--- config.mk ---
export PLATFORM = sky130hd
export DESIGN_NAME = rr_sched_arbiter
export DESIGN_NICKNAME = d
export VERILOG_FILES = /design/src/rtl/rr_sched_arbiter.sv
export SDC_FILE = /design/constraint.sdc
export NUM_CORES = 1
export LEC_CHECK = 0
export CORE_MARGIN = 2
export CORE_UTILIZATION = 40
export DETAILED_ROUTE_END_ITERATION = 7
export GPL_ROUTABILITY_DRIVEN = 0
export PLACE_DENSITY_LB_ADDON = 0.1
export REMOVE_ABC_BUFFERS = 1
export SYNTH_ARGS = -nofsm -noshare
export SYNTH_HDL_FRONTEND = slang
export SYNTH_SLANG_ARGS = --single-unit
export TNS_END_PERCENT = 20
--- constraint.sdc ---
create_clock -name clk -period 1.4 [get_ports clk]
set_clock_uncertainty 0.05 [all_clocks]
set_input_delay 0.28 -clock clk [delete_from_list [all_inputs] [get_ports clk]]
set_output_delay 0.28 -clock clk [all_outputs]
set_load 0.01 [all_outputs]
--- src/rtl/rr_sched_arbiter.sv ---
// Round-robin arbiter with registered one-hot grants and an optional lock mode.
// The grant is held until the winner acknowledges or drops its request.

module rr_sched_arbiter_penc #(
  parameter int W       = 4,
  parameter int IW      = 2,
  parameter bit REVERSE = 1'b1
) (
  input  logic [W-1:0]  req_i,
  output logic          vld_o,
  output logic [IW-1:0] idx_o
);
  // REVERSE=1: the lowest set bit wins. Only indices below W can ever be produced.
  always_comb begin
    vld_o = |req_i;
    idx_o = '0;
    if (REVERSE) begin
      for (int i = W - 1; i >= 0; i--)
        if (req_i[i]) idx_o = IW'(i);
    end else begin
      for (int i = 0; i < W; i++)
        if (req_i[i]) idx_o = IW'(i);
    end
  end
endmodule

module rr_sched_arbiter #(
  parameter int PORTS   = 4,
  parameter bit LOCK_EN = 1'b1
) (
  input  logic                     clk,
  input  logic                     rst_n,
  input  logic [PORTS-1:0]         request,
  input  logic [PORTS-1:0]         acknowledge,
  output logic [PORTS-1:0]         grant,
  output logic                     grant_valid,
  output logic [$clog2(PORTS)-1:0] grant_encoded
);
  localparam int IW = $clog2(PORTS);
  localparam logic [0:0] ST_IDLE  = 1'b0;
  localparam logic [0:0] ST_GRANT = 1'b1;

  logic [0:0]       state_q, state_d;
  logic [PORTS-1:0] mask_q, mask_d;
  logic [PORTS-1:0] grant_q, grant_d;
  logic [IW-1:0]    enc_q, enc_d;

  logic [PORTS-1:0] masked_req;
  logic             m_vld, a_vld;
  logic [IW-1:0]    m_idx, a_idx, winner;
  logic             any_req, release_now;
  logic [PORTS-1:0] win_onehot, win_mask;

  assign masked_req = request & mask_q;

  rr_sched_arbiter_penc #(.W(PORTS), .IW(IW), .REVERSE(1'b1)) u_enc_masked (
    .req_i (masked_req),
    .vld_o (m_vld),
    .idx_o (m_idx)
  );

  rr_sched_arbiter_penc #(.W(PORTS), .IW(IW), .REVERSE(1'b1)) u_enc_all (
    .req_i (request),
    .vld_o (a_vld),
    .idx_o (a_idx)
  );

  assign winner      = m_vld ? m_idx : a_idx;
  assign any_req     = a_vld;
  assign release_now = acknowledge[enc_q] | ~request[enc_q];

  // Mask keeps only ports strictly above the winner; empty after the top port.
  always_comb begin
    win_onehot = '0;
    win_mask   = '0;
    for (int unsigned i = 0; i < PORTS; i++) begin
      win_onehot[i] = (i == 32'(winner));
      win_mask[i]   = (i >  32'(winner));
    end
  end

  always_comb begin
    state_d = state_q;
    mask_d  = mask_q;
    grant_d = grant_q;
    enc_d   = enc_q;
    if (!LOCK_EN) begin
      state_d = ST_IDLE;
      grant_d = '0;
      enc_d   = '0;
      if (any_req) begin
        grant_d = win_onehot;
        enc_d   = winner;
        mask_d  = win_mask;
      end
    end else begin
      case (state_q)
        ST_IDLE: begin
          if (any_req) begin
            grant_d = win_onehot;
            enc_d   = winner;
            mask_d  = win_mask;
            state_d = ST_GRANT;
          end
        end
        default: begin
          if (release_now) begin
            grant_d = '0;
            enc_d   = '0;
            state_d = ST_IDLE;
          end
        end
      endcase
    end
  end

  always_ff @(posedge clk or negedge rst_n) begin
    if (!rst_n) begin
      state_q <= ST_IDLE;
      mask_q  <= '1;
      grant_q <= '0;
      enc_q   <= '0;
    end else begin
      state_q <= state_d;
      mask_q  <= mask_d;
      grant_q <= grant_d;
      enc_q   <= enc_d;
    end
  end

  assign grant         = grant_q;
  assign grant_valid   = |grant_q;
  assign grant_encoded = enc_q;
endmodule

Word level (Yosys, flattened, before mapping)
Cells that the tools add are included.

word-level totals
  output and inout port bits = 7
  word-level logic and storage cells = 45
  memories kept = 0
  latch bits = 0
  bits in read-only memories = 0
  flip-flop bits (word level) = 11
  RAM bits = 0
  input bits = 10

operators by class
  eq/ne operators = 4
  multiply operators = 0
  add/sub/neg operators = 0
  div/mod/pow operators = 0
  bitwise operators = 4
  reduce and logical (&&, ||, !) cells = 7
  shifts and indexed selects = 0
  order comparisons = 4
  muxes and demuxes = 22

operators with widths
  cell                                                                            number
  2-bit two-way mux                                                               12
  4-bit two-way mux                                                               3
  4-bit OR reduction                                                              3
  1-bit two-way mux                                                               5
  4-bit bitwise AND                                                               1
  1-bit binary-select mux with 2-bit select                                       2
  2-bit == test, first input constant                                             2
  2-bit greater-than comparator, first input constant                             2
  2-bit AND reduction                                                             2
  2-bit by 3-bit < comparator with 1-bit output, second input constant            1
  1-bit by 2-bit == test with 1-bit output, first input constant                  1
  1-bit by 2-bit greater-than comparator with 1-bit output, first input constant  1
  2-bit zero test                                                                 1
  2-bit by 1-bit inequality test with 1-bit output, second input constant         1
  1-bit NOT                                                                       2
  2-bit nonzero test                                                              1
  1-bit bitwise OR                                                                1

Logic depth before layout (Yosys ltp)
Gate-level depths: netlist of run 1.

  depth in word-level cells = 9
  depth in mapped cells = 4
  depth with buffers taken out = 4

By module
Synthesis of run 1 repeated with hierarchy kept, for this count alone.

second synthesis, totals
  cells, all modules = 70
  area total of the unflattened synthesis = 649.4 um^2

modules (own cells, without submodules)
  module                 cells an instance  instances  area an instance (um^2)
  rr_sched_arbiter       56                 1          579.3
  rr_sched_arbiter_penc  7                  2          35.0

Worst setup path before layout of run 1
OpenSTA, ideal clock, no wires.

  path type = reg-to-reg
  start point = reg enc_q[0], in the netlist grant_encoded[0]
  end point = reg enc_q[0], in the netlist grant_encoded[0]
  stages on the path, launching flop included = 4
  required time = 1.284 ns
  library setup time = 0.066 ns
  slack = -0.059 ns
  arrival = 1.343 ns
  buffers on the path = 0
  cell sequence = dfrtp_1 -> or4b_4 -> a41oi_2 -> a22o_1

between the ends
  cells in the longest elaborated chain, start to end = 6
  elaborated cells on any way between the ends = 8
  those cells by class = eq/ne (1); mux (4); bitwise (2); reduce/logical (1)

RTL lines
  item                                                                 line  RTL
  start, declared                                                      46    logic [IW-1:0] enc_q, enc_d;
  start signal, assigned                                               127   enc_q <= enc_d;
  1-bit binary-select mux with 2-bit select                            70    assign release_now = acknowledge[enc_q] | ~request[enc_q];
  1-bit two-way mux (implied by the code)                              70
  1-bit NOT                                                            70
  1-bit bitwise OR *                                                   70
  2-bit by 1-bit inequality test with 1-bit output (no source line) *  --
  2-bit AND reduction (no source line) *                               --

Every way passes the cells marked *; elsewhere a longest branch is shown, timed or not. The select of a mux whose other input is x is not followed.
A chain may end at the register's enable or synchronous reset.

Final worst setup path of run 1
  start point = reg grant_q[2], in the netlist grant[2]
  end point = out grant_valid

between the ends
  cells in the longest elaborated chain, start to end = 1

RTL lines
  item                    line  RTL
  start, declared         45    logic [PORTS-1:0] grant_q, grant_d;
  start signal, assigned  126   grant_q <= grant_d;
  4-bit OR reduction      132   assign grant_valid = |grant_q;
  end, declared           36    output logic grant_valid,

Every way passes these cells.

==> results of run 1 <==
-- metal layers --
metal | part of all wire, % | global-route usage, % | vias up
met5 | 0 | 0 | -
met3 | 6.4 | 4.31 | 3
met2 | 47 | 32.8 | 25
met4 | 1.2 | 7.50 | 0
li1 | - | - | 283
met1 | 45 | 23.7 | 260
-- through the flow --
step	setup WS (ps)	cells
6_report	-255	107
5_1_grt	-276	107
4_1_cts	-256	107
3_5_place_dp	-541	102
3_3_place_gp	-538	102
2_1_floorplan	-59.5	54
-- power by group --
| group | switching [uW] | total, uW | leakage, uW | internal [uW] |
|---|---|---|---|---|
| clock | 98.5 | 209 | 0.0000150 | 110 |
| combinational | 492 | 1100 | 0.000287 | 612 |
| sequential | 91.6 | 566 | 0.000131 | 475 |
| total | 682 | 1880 | 0.000433 | 1200 |
-- registers in the layout, indices dropped and copies added (netlist names) --
signal         count
grant              4
mask_q             4
grant_encoded      2
state_q            1
-- timing repair --
action / 4_1_cts / 5_1_grt
endpoints found under the setup margin: 18 / 14
pin swaps: 9 / 1
setup buffers: 1 / 0
cloned: 0 / 0
resized for setup: 22 / 9
-- cells in the mapped netlist, drive strengths merged --
cell type / instances
a21oi: 2
a22o: 2
a31oi: 2
a32o: 2
a41oi: 1
and2: 2
and3b: 1
and4: 1
dfrtp: 7
dfstp: 4
inv: 1
nand2: 8
nand4bb: 1
nor2: 5
nor2b: 1
nor3: 1
nor3b: 1
nor4: 1
o21ai: 3
o21bai: 1
o2bb2ai: 1
o311a: 1
o32ai: 1
or2: 2
or4: 1
or4b: 1
-- path summary, 6_finish.rpt --
check | from | to | slack, ps | cells after the start
setup reg to reg | grant_encoded[0]$_DFFE_PN0P_ | grant[3]$_DFFE_PN0P_ | -50 | 3
hold reg to reg | mask_q[1]$_DFFE_PN1P_ | mask_q[1]$_DFFE_PN1P_ | 430 | 2
min in group clk | mask_q[1]$_DFFE_PN1P_ | mask_q[1]$_DFFE_PN1P_ | 430 | 2
setup / recovery | grant[2]$_DFFE_PN0P_ | grant_valid | -260 | 2
max in group asynchronous | rst_n | mask_q[2]$_DFFE_PN1P_ | 680 | 1
hold / removal | rst_n | grant[0]$_DFFE_PN0P_ | 270 | 1
-- cells in the final DEF, fill, tap and decap left out, types with 3 or more instances in the layout --
master,n
buf_4,17
nand2_1,7
dfrtp_1,7
nor2_1,5
clkdlybuf4s50_1,5
clkdlybuf4s15_1,5
dlygate4sd2_1,4
dfstp_2,4
clkbuf_4,3
-- logic make-up after synthesis --
logic type,share of synthesized area (%)
compound gates,23.9
buf+inv,0.646
flops,48.3
simple gates,27.2
-- final cells by class --
| class | count | area, sq um | share of cell area [%] |
|---|---|---|---|
| inverter | 1 | 3.75 | 0.395 |
| timing repair buffer | 34 | 284 | 29.9 |
| clock buffer | 4 | 26.3 | 2.77 |
| multi-input combinational | 42 | 337 | 35.4 |
| tap | 15 | 18.8 | 1.98 |
| sequential | 11 | 280 | 29.5 |
==> reports/results.txt, run 1 <==
Setup tns final -> -416 ps
Top cells by area, synth -> dfrtp_1 30%, dfstp_2 18%, nand2_1 4.5%
Post-synth top area share -> 30.2%
Port Buf Inserts -> 16
Row cnt -> 13
Final Power -> 1880 uW
Final Cell Area -> 950 sq um
CP Launch Type -> register
DRC Markers -> 0
Sequential fraction of the synthesis area -> 48.3%
Clk sinks -> 11
Final hold slack -> 272 ps
Max incr delay on CP -> 530 ps
Max Buffers Root-to-Sink -> 2
Mapped Avg Cell Area -> 10.8 sq um
Fin crit period -> 1660 ps
TritonCTS clock tree -> built
Die area -> 1770 sq um
Final hold viol count -> 0
Crit. End Element -> primary output
Layout Utilization -> 71.2%
Max VDD drop -> 1150 uV
Worst path bufs/invs -> 1
Fin. max-slew vios -> 0
Worst-path cell chain -> or4_1 > buf_2
Die Height -> 42.1 um
Crit Path Class -> reg -> out
Placed inst area -> 887 sq um
Tcrit/Tclk final -> 118%
HPWL Detailed -> 1130 um
Die span in x -> 42.1 um
# diodes -> 0
Pre-Repair DR Iteration Count -> 4
Post-synth top area cell -> dfrtp_1
Vias in the first global route -> 558
CP arrival -> 1330 ps
Cell variety after synth -> 30
First-pass GRT wire length -> 2570 um
Largest net degree at the start of global routing -> 12
Leak Pwr -> 0.000433 uW
Setup WS post-layout -> -255 ps
Mapped Area -> 581 sq um
Routed len/inst -> 14.2 um
Clk_lat worst skew -> 270 ps
Synthesized flop and latch total -> 11
Final setup fails -> 6
Initial antenna violation count -> 0
Max_slew headroom -> 69.8%
Crit-path slowest cell -> or4_1
PD cells -> 1980 nW/um^2
Area grow syn2layout -> 63.6%
Core region area -> 1330 sq um
Starting Density -> 43.5%
Root buf cell -> clkbuf_4
Antenna-violating nets left -> 0
# IOs -> 17
Total grt overflow -> 0
Max Clk Rate -> 0.604 GHz
Failing checks -> setup timing
RSZ-0062 raised after global routing -> yes
Total CTS buffers -> 3
Total GRT Usage -> 19.3%
Final nets -> 103
Cells after Synth -> 54
Critical Path RT -> 1070 ps
HP Class -> in -> async
Ratio of cells with drive above 1 in the final layout -> 46.7%
Filler cells -> 106
Clock-pin slew on the worst setup and hold paths -> 70 ps
Cell family with most CP delay -> simple AND/OR/NAND/NOR gates
Vias/cell -> 5.34
Status -> complete, but fails checks
Max cap viols -> 0
Worst slew pin tran -> 452 ps
1st-iter DRT viols -> 7
Synth warnings -> 0
CP Max Fanout -> 2
Via count of the routed design -> 571
Hold bufs inserted after CTS -> 0
H-tree depth -> 1
Final wirelength -> 1520 um
Note: power is estimated with default switching activity, not from simulation.
==> run 2, diff against run 1 <==
--- a/config.mk
+++ b/config.mk
@@ -5,7 +5,7 @@
 export SDC_FILE = /design/constraint.sdc
 export NUM_CORES = 1
 export LEC_CHECK = 0
-export CORE_MARGIN = 2
+export CORE_MARGIN = 4
 export CORE_UTILIZATION = 40
 export DETAILED_ROUTE_END_ITERATION = 7
 export GPL_ROUTABILITY_DRIVEN = 0
==> reports/results.txt, run 2 (synthesized netlist as in run 1, its figures left out) <==
Via count of the routed design -> 578
Fin crit period -> 1630 ps
Vias in the first global route -> 632
DRC Markers -> 0
Vias/cell -> 5.35
Root buf cell -> clkbuf_4
Total grt overflow -> 0
Clock-pin slew on the worst setup and hold paths -> 70 ps
Fin. max-slew vios -> 0
Row cnt -> 13
Initial antenna violation count -> 0
Routed len/inst -> 15.5 um
Total GRT Usage -> 19.9%
Final wirelength -> 1680 um
Core region area -> 1330 sq um
Setup WS post-layout -> -235 ps
Die span in x -> 46.1 um
# diodes -> 0
Status -> complete, but fails checks
Max cap viols -> 0
Filler cells -> 107
Final nets -> 104
1st-iter DRT viols -> 7
H-tree depth -> 1
CP Launch Type -> register
Pre-Repair DR Iteration Count -> 4
HP Class -> in -> async
Max Clk Rate -> 0.612 GHz
CP arrival -> 1300 ps
Layout Utilization -> 72.4%
Area grow syn2layout -> 66.4%
Crit Path Class -> reg -> out
RSZ-0062 raised after global routing -> yes
Die Height -> 46.1 um
Starting Density -> 43.5%
Antenna-violating nets left -> 0
Max VDD drop -> 1010 uV
Most frequent cells in the layout -> 17 x buf_4, 7 x nand2_1, 7 x dfrtp_1
Clk sinks -> 11
Worst reg2reg setup slack -> -120 ps
Final setup fails -> 12
CP Max Fanout -> 2
HPWL Detailed -> 1230 um
Final Cell Area -> 966 sq um
Commonest non-fill, non-tap cell in the layout -> buf_4
Max Buffers Root-to-Sink -> 2
PD cells -> 1980 nW/um^2
Crit. End Element -> primary output
Tcrit/Tclk final -> 117%
Place WS -> -549 ps
Max_slew headroom -> 65.3%
# IOs -> 17
Reg2reg path depth -> 4
Leak Pwr -> 0.000439 uW
Worst slew pin tran -> 519 ps
Worst r2r dst -> grant[1]$_DFFE_PN0P_
Ratio of cells with drive above 1 in the final layout -> 47.3%
Clk_lat worst skew -> 270 ps
Placed inst area -> 887 sq um
Critical Path RT -> 1070 ps
R2r startpoint -> grant_encoded[0]$_DFFE_PN0P_
Failing checks -> setup timing
Die area -> 2120 sq um
First-pass GRT wire length -> 2960 um
TritonCTS clock tree -> built
Final hold viol count -> 0
Total CTS buffers -> 3
Port Buf Inserts -> 16
Largest net degree at the start of global routing -> 12
==> run 2: critical path, stage by stage (launching register included) <==
cell and delay [ps]:
dfrtp_1 370, or4_1 510, buf_2 150
==> run 2: through the flow <==
stage / setup TNS (ps) / cells / hold WS [ps] / total power, uW
final: -1070 / 108 / 303 / 1910
after global routing: -1570 / 108 / 325 / 2060
after CTS: -923 / 108 / 309 / 1900
after detailed placement: -4920 / 102 / 446 / 1610
after global placement: -4650 / 102 / 432 / 1590
after floorplan: -233 / 54 / -65.6 / 997
==> run 2: routing by layer <==
metal,part of all wire (%),global-route usage (%),vias up
met4,0.78,6.82,0
met1,47,27.9,271
li1,-,-,284
met5,0,0,-
met3,6.3,3.91,2
met2,46,30.5,21
==> run 2: area by class of cell <==
cell class                 instances  area (sq um)  area share, %
clock buffer                       4          26.3           2.72
sequential                        11           280           29.0
inverter                           1          3.75          0.389
multi-input combinational         42           339           35.1
timing repair buffer              35           298           30.8
tap                               15          18.8           1.94
==> run 2: how the worst max path moves through the flow <==
stage	start	to	slack, ps	cells past startpoint
final	grant[1]$_DFFE_PN0P_	grant_valid	-230	2
after global routing	grant[1]$_DFFE_PN0P_	grant_valid	-280	2
after CTS	grant[1]$_DFFE_PN0P_	grant_valid	-250	2
after detailed placement	request[2]	grant[1]$_DFFE_PN0P_	-550	5
after global placement	request[2]	grant[1]$_DFFE_PN0P_	-510	5
after floorplan	grant_encoded[0]$_DFFE_PN0P_	grant_encoded[0]$_DFFE_PN0P_	-60	3
==> run 2: where the power goes <==
group / switching [uW] / leakage [uW] / internal (uW)
Combinational: 505 / 0.000292 / 632
Sequential: 83.9 / 0.000131 / 474
Clock: 105 / 0.0000150 / 110
Total: 694 / 0.000439 / 1220
==> run 2: timing repair <==
| item | in CTS | in global routing |
|---|---|---|
| buffers inserted | 2 | 0 |
| endpoints found under the setup margin | 18 | 15 |
| gates resized for setup | 28 | 5 |
| hold endpoints to repair | 0 | 0 |
| pin swaps | 4 | 1 |
| hold buffers | 0 | 0 |
